==> src/rtl/warp_issue_scheduler.sv <==
// Four-warp round-robin issue scheduler: filters warps with thread hazards, issues over valid/ready, and drives the scoreboard busy-set port.
// Optional feature macro WARP_AGE_EN: per-warp saturating age counters that override round-robin for starved warps.
module warp_issue_scheduler #(
  parameter int unsigned NUM_WARPS        = 4,
  parameter int unsigned THREADS_PER_WARP = 8,
  parameter int unsigned NUM_THREADS      = NUM_WARPS * THREADS_PER_WARP
`ifdef WARP_AGE_EN
  ,
  parameter int unsigned AGE_LIMIT        = 12
`endif
) (
  input  logic                     clk,
  input  logic                     reset,
  input  logic [NUM_WARPS-1:0]     warp_valid,
  input  logic [NUM_WARPS-1:0]     warp_is_mem,
  input  logic [4*NUM_WARPS-1:0]   warp_threads_mask,
  input  logic [NUM_THREADS-1:0]   warp_active_threads,
  input  logic [NUM_THREADS-1:0]   busy_threads,
  input  logic                     issue_ready,
  output logic                     issue_valid,
  output logic [1:0]               issue_warp,
  output logic [3:0]               issue_threads_mask,
  output logic                     issue_is_mem,
  output logic [NUM_WARPS-1:0]     warp_pop,
  output logic                     busy_en,
  output logic [1:0]               warp_num_busy,
  output logic [3:0]               threads_mask_busy
);

  localparam int unsigned WID_W  = 2;
  localparam int unsigned MASK_W = 4;

  typedef enum logic [1:0] {
    ST_IDLE   = 2'd0,
    ST_SELECT = 2'd1,
    ST_HOLD   = 2'd2
  } state_t;

  state_t             r_state;
  state_t             w_state_nxt;
  logic [WID_W-1:0]   r_rr_ptr;
  logic [NUM_WARPS-1:0] w_eligible;
  logic               w_any_eligible;
  logic               w_rr_found;
  logic [WID_W-1:0]   w_rr_warp;
  logic               w_pick_found;
  logic [WID_W-1:0]   w_pick_warp;
  logic               w_load;
  logic               w_fire;

  // A warp is eligible when none of its instruction's lanes are marked busy.
  always_comb begin : eligibility
    w_eligible = '0;
    for (int unsigned w = 0; w < NUM_WARPS; w++) begin
      w_eligible[w] = warp_valid[w] &&
        ((warp_active_threads[w*THREADS_PER_WARP +: THREADS_PER_WARP] &
          busy_threads[w*THREADS_PER_WARP +: THREADS_PER_WARP]) == '0);
    end
  end

  assign w_any_eligible = |w_eligible;

  // First eligible warp scanning upward from the round-robin pointer.
  always_comb begin : rr_pick
    w_rr_found = 1'b0;
    w_rr_warp  = '0;
    for (int unsigned i = 0; i < NUM_WARPS; i++) begin
      if (!w_rr_found && w_eligible[r_rr_ptr + WID_W'(i)]) begin
        w_rr_found = 1'b1;
        w_rr_warp  = r_rr_ptr + WID_W'(i);
      end
    end
  end

`ifdef WARP_AGE_EN
  localparam int unsigned AGE_W = 4;

  logic [NUM_WARPS-1:0][AGE_W-1:0] r_age;
  logic                            w_old_found;
  logic [WID_W-1:0]                w_old_warp;

  always_ff @(posedge clk or negedge reset) begin
    if (!reset) begin
      r_age <= '0;
    end else begin
      for (int unsigned w = 0; w < NUM_WARPS; w++) begin
        if (warp_pop[w]) begin
          r_age[w] <= '0;
        end else if (warp_valid[w] && (r_age[w] != '1)) begin
          r_age[w] <= r_age[w] + AGE_W'(1);
        end
      end
    end
  end

  // Lowest-id starved warp wins over the round-robin choice.
  always_comb begin : age_pick
    w_old_found = 1'b0;
    w_old_warp  = '0;
    for (int unsigned w = 0; w < NUM_WARPS; w++) begin
      if (!w_old_found && w_eligible[w] && (r_age[w] >= AGE_W'(AGE_LIMIT))) begin
        w_old_found = 1'b1;
        w_old_warp  = WID_W'(w);
      end
    end
  end

  assign w_pick_found = w_old_found | w_rr_found;
  assign w_pick_warp  = w_old_found ? w_old_warp : w_rr_warp;
`else
  assign w_pick_found = w_rr_found;
  assign w_pick_warp  = w_rr_warp;
`endif

  always_ff @(posedge clk or negedge reset) begin
    if (!reset) begin
      r_state <= ST_IDLE;
    end else begin
      r_state <= w_state_nxt;
    end
  end

  always_comb begin : fsm_next
    w_state_nxt = r_state;
    w_load      = 1'b0;
    w_fire      = 1'b0;
    case (r_state)
      ST_IDLE: begin
        if (w_any_eligible) begin
          w_state_nxt = ST_SELECT;
        end
      end
      ST_SELECT: begin
        if (w_pick_found) begin
          w_load      = 1'b1;
          w_state_nxt = ST_HOLD;
        end else begin
          w_state_nxt = ST_IDLE;
        end
      end
      ST_HOLD: begin
        if (issue_valid && issue_ready) begin
          w_fire      = 1'b1;
          w_state_nxt = ST_SELECT;
        end
      end
      default: begin
        w_state_nxt = ST_IDLE;
      end
    endcase
  end

  // Held instruction and round-robin pointer; the pointer advances past the warp just accepted.
  always_ff @(posedge clk or negedge reset) begin
    if (!reset) begin
      issue_valid        <= 1'b0;
      issue_warp         <= '0;
      issue_threads_mask <= '0;
      issue_is_mem       <= 1'b0;
      r_rr_ptr           <= '0;
    end else if (w_load) begin
      issue_valid        <= 1'b1;
      issue_warp         <= w_pick_warp;
      issue_threads_mask <= warp_threads_mask[w_pick_warp*MASK_W +: MASK_W];
      issue_is_mem       <= warp_is_mem[w_pick_warp];
    end else if (w_fire) begin
      issue_valid        <= 1'b0;
      r_rr_ptr           <= issue_warp + WID_W'(1);
    end
  end

  // Handshake-cycle strobes; busy-set only for memory instructions.
  assign warp_pop          = w_fire ? (NUM_WARPS'(1) << issue_warp) : '0;
  assign busy_en           = w_fire & issue_is_mem;
  assign warp_num_busy     = busy_en ? issue_warp : '0;
  assign threads_mask_busy = busy_en ? issue_threads_mask : '0;

endmodule

==> config.mk <==
export PLATFORM = sky130hd
export DESIGN_NAME = warp_issue_scheduler
export DESIGN_NICKNAME = d
export VERILOG_FILES = /design/src/rtl/warp_issue_scheduler.sv
export SDC_FILE = /design/constraint.sdc
export NUM_CORES = 1
export LEC_CHECK = 0
export BUFFER_PORTS_ARGS = -buffer_cell sky130_fd_sc_hd__clkbuf_2
export CORE_ASPECT_RATIO = 0.7
export CORE_MARGIN = 10
export CORE_UTILIZATION = 38
export CTS_BUF_LIST = sky130_fd_sc_hd__clkbuf_4
export CTS_CLUSTER_DIAMETER = 150
export DETAILED_ROUTE_END_ITERATION = 7
export GPL_TIMING_DRIVEN = 0
export PLACE_DENSITY = 0.86
export SETUP_SLACK_MARGIN = 0.4
export SYNTH_ARGS = -nofsm -noshare
export SYNTH_HDL_FRONTEND = slang
export SYNTH_SLANG_ARGS = --single-unit
==> constraint.sdc <==
create_clock -name clk -period 3.6 [get_ports clk]
set_input_delay 0.18 -clock clk [delete_from_list [all_inputs] [get_ports clk]]
set_output_delay 0.18 -clock clk [all_outputs]
set_load 0.05 [all_outputs]
==> results.txt <==
- The tool flagged a number of max-cap violations equal to 0.
* Combinational fraction of design power: 53.5%
- Summed over all cells, the static leakage comes to a little under 0.001 µW.
* First-pass GRT wire length: 6400 µm
- Crit end category: primary output
- Port buffering added 109 buffers.
* Final period util: ~70%
- Endpoint of the most critical setup path: warp_pop[0]
* Number of antenna violations at the first check in global routing: 0
- Relative to the synthesized area, the layout overhead comes to 61.5%.
- Before antenna repair, the detailed router went through 4 iterations.
- The detailed router placed 1336 vias in this run.
- Once detail routing completed, the nets flagged for antenna violations numbered 0.
- Count of final hold-check violations: 0
- Detailed-route DRC error count: 0
- For the worst setup path, the data required time is 3420 ps.
- Setup violations remaining at the end of the flow were counted as 0.
- Syn. warnings: 0
* Total routing usage reported by global routing: 15.3%
- The count of final max-slew check failures is 0.
- The run finished with clean final reports.
* Clock Sinks: 12
* Count of cell types in the netlist: 34
* Clock root cell: sky130_fd_sc_hd__clkbuf_4
* Pin count of the biggest net entering global routing: 13
- Summing all multi-input logic gate instances after layout gives approximately 660 µm².
* Syn Area/Cell: 8.77 µm²
- Worst path arrival time: 2330 ps
- Std-Cell Rows: 15
* Detailed-route vias per instance: 5.10
* Sw Ratio: roughly half
- Post-synth EDFFs: 0
- In this run the worst setup path begins at issue_valid.
- STA classifies the critical path startpoint as a register.
* Part of the total power dissipated in the clock network: a little under an eighth
* Period minus WS final: between 2000 and 3000 ps
- Worst R2R Path Depth: 5
- # H-tree levels: 1
- Routed wire length: 3990 µm
- Nets: 325
- Internal Dissipation: 352 µW
* Syn Nets: 210
* Cell with the most instances after synthesis: sky130_fd_sc_hd__nand2_1
- Non-filler instance count after layout: 262
- Synth top area cells: sky130_fd_sc_hd__dfrtp_1, sky130_fd_sc_hd__mux2i_1, sky130_fd_sc_hd__nand2_1, sky130_fd_sc_hd__ha_1, sky130_fd_sc_hd__o221ai_1
* Vias in the first global route: 1420
- Synth top area share: 29.8%
- Postcts setup bufs: 0
- Routability-driven placement finished with a final weighted congestion of 0.756.
- Overall die area: approximately 5000 µm²
- Maximum achievable frequency: roughly 0.40 GHz
- The first routing iteration left 85 violations.
- The setup path with the least slack is of type register to primary output.
- In the final routed layout, each cell accounts on average for roughly 15 µm.
* Tightest Hold Check Type: input port to register
- For the pin with the worst max-slew slack, the measured transition is 814 ps.
* Netlist area before placement: approximately 1000 µm²
- TritonCTS built the clock tree.
* Area of the placeable core: 2500 µm²
* Setup repair after global routing missed its margin: false
- Maximum root-to-sink buffer count: 2
- Dpl cells: 258
* Top-level I/O count: 110
* Diode count: 0
* Initial cell density of the core: 40.4%
- The worst path meets setup with 1090 ps of slack.
- Switching pwr: 356 µW
* Power share of the sequential group: 34.8%
- Number of register bits inferred by synthesis: 12
- Fraction of registers with async set or reset after synthesis: 100%
- In this run the register-to-register setup slack is 1730 ps.
* Clock latency at the later pin of the worst-skew pair: roughly 280 ps
* RR Startpoint: issue_valid
- The die is 63.1 µm tall.
- By count the netlist is led by sky130_fd_sc_hd__nand2_1, sky130_fd_sc_hd__dfrtp_1, sky130_fd_sc_hd__mux2i_1.
* Share of layout cells above drive strength 1: 52.6%
- For this run the aggregate overflow at the end of global routing stands at 0.
- IR drop worst, VDD: between 0.2 and 0.3 mV
- Final HPWL DP: 3610 µm
- Worst-case clock skew: 3.18 ps
- Power spread over the standard cell area amounts to 435 nW/µm².
- In the final layout, flip-flops and latches occupy ~300 µm².
* Post-synthesis cell type with the largest combined area: sky130_fd_sc_hd__dfrtp_1
* Fill cell total of the finished layout: 246
- Total clock buffers created by CTS: 3
- Of all nets on the critical path, the largest fanout is 10.
- CTS clk-pin slew, worst paths: 70 ps
- The share of the Yosys chip area taken by registers is between 20% and 30%.
* Crit Reg-Reg Endpoint: r_rr_ptr[0]
- The floorplan step set the die width to a little over 80 µm.
- Headroom to the max-slew limit: between 40% and 50%
- Post-synthesis instance total: roughly 120
- In the synthesized netlist the dominant register cell turns out to be sky130_fd_sc_hd__dfrtp_1.
* Setup Slack @ Placement: between 1000 and 1500 ps
- Total Neg Setup Slack: 0 ps
## cell families after synthesis
kind of cell    count (synthesis)  share of synthesized area, %
simple gates                   49                          25.9
compound gates                 30                          24.4
flops                          12                          29.8
buf+inv                        10                          4.96
mux                            10                          9.93
fa+ha+maj                       4                          4.96
## layer usage
layer	track usage [%]	part of all wire (%)	up-vias
li1	-	-	666
met1	15.4	36	615
met2	28.2	54	48
met3	5.38	8.4	7
met4	4.87	1.7	0
met5	0	0	-
## stage by stage
stage	area (µm²)	hold WS [ps]	util (%)	power, µW
after global placement	1600	77.2	64.0	618
after detailed placement	1600	80.1	64.0	630
after global routing	1630	222	65.3	761
after CTS	1630	219	65.3	714
after floorplan	1010	-116	-	494
final	1630	215	65.3	709
## worst max-delay path, cell delays in order (launching register included)
cell                       delay, ps
sky130_fd_sc_hd__dfrtp_1         370
sky130_fd_sc_hd__and2_1          160
sky130_fd_sc_hd__nor3b_1         680
sky130_fd_sc_hd__clkbuf_1        380
sky130_fd_sc_hd__and2_1          190
sky130_fd_sc_hd__clkbuf_2        270
## cell type report
cell class	instances	area share (%)
tap	34	2.61
inverter	6	1.38
sequential	12	18.4
multi-input combinational	93	40.4
buffer	4	1.69
timing repair buffer	110	34.1
clock buffer	3	1.38
## cell usage in the layout (no fill, tap or decap), types with 2 or more instances in the layout
cell,count
sky130_fd_sc_hd__dfrtp_1,12
sky130_fd_sc_hd__o21ai_0,3
sky130_fd_sc_hd__or2_1,2
sky130_fd_sc_hd__a222oi_1,3
sky130_fd_sc_hd__a221oi_2,2
sky130_fd_sc_hd__and2_1,6
sky130_fd_sc_hd__nand4_1,2
sky130_fd_sc_hd__o31ai_1,2
sky130_fd_sc_hd__nand2_1,18
sky130_fd_sc_hd__clkbuf_4,3
sky130_fd_sc_hd__a21oi_1,3
sky130_fd_sc_hd__mux2i_1,10
sky130_fd_sc_hd__inv_1,6
sky130_fd_sc_hd__and3_1,6
sky130_fd_sc_hd__a22oi_1,5
sky130_fd_sc_hd__nor3b_1,2
sky130_fd_sc_hd__a22o_1,2
sky130_fd_sc_hd__ha_1,4
sky130_fd_sc_hd__clkbuf_2,109
sky130_fd_sc_hd__o221ai_1,5
sky130_fd_sc_hd__nor2_1,6
sky130_fd_sc_hd__nor3_1,2
## worst min path at each step
stage	from	endpoint	slack, ps	cells after the start
6_report	warp_is_mem[1]	issue_is_mem	220	3
5_1_grt	issue_ready	r_state[1]	220	3
4_1_cts	issue_ready	r_state[1]	220	3
3_5_place_dp	reset	issue_threads_mask[2]	80	1
3_3_place_gp	reset	issue_threads_mask[2]	80	1
2_1_floorplan	reset	issue_is_mem	-120	0
## state kept, by name, indices dropped and copies added (netlist names)
name,flops
issue_is_mem,1
issue_threads_mask,4
issue_valid,1
issue_warp,2
r_rr_ptr,2
r_state,2
## power by group through the flow
stage	sequential (µW)	clock, µW	combinational [µW]
2_1_floorplan	370	0	124
3_5_place_dp	248	0	382
3_3_place_gp	246	0	372
5_1_grt	257	88.2	416
6_report	247	82.7	379
4_1_cts	246	84.0	384
## timing repair
| item | CTS | global route |
|---|---|---|
| resized for setup | 0 | 0 |
| hold buffers | 1 | 0 |
| endpoints found under the hold margin | 12 | 0 |
Note: power is estimated with default switching activity, not from simulation.
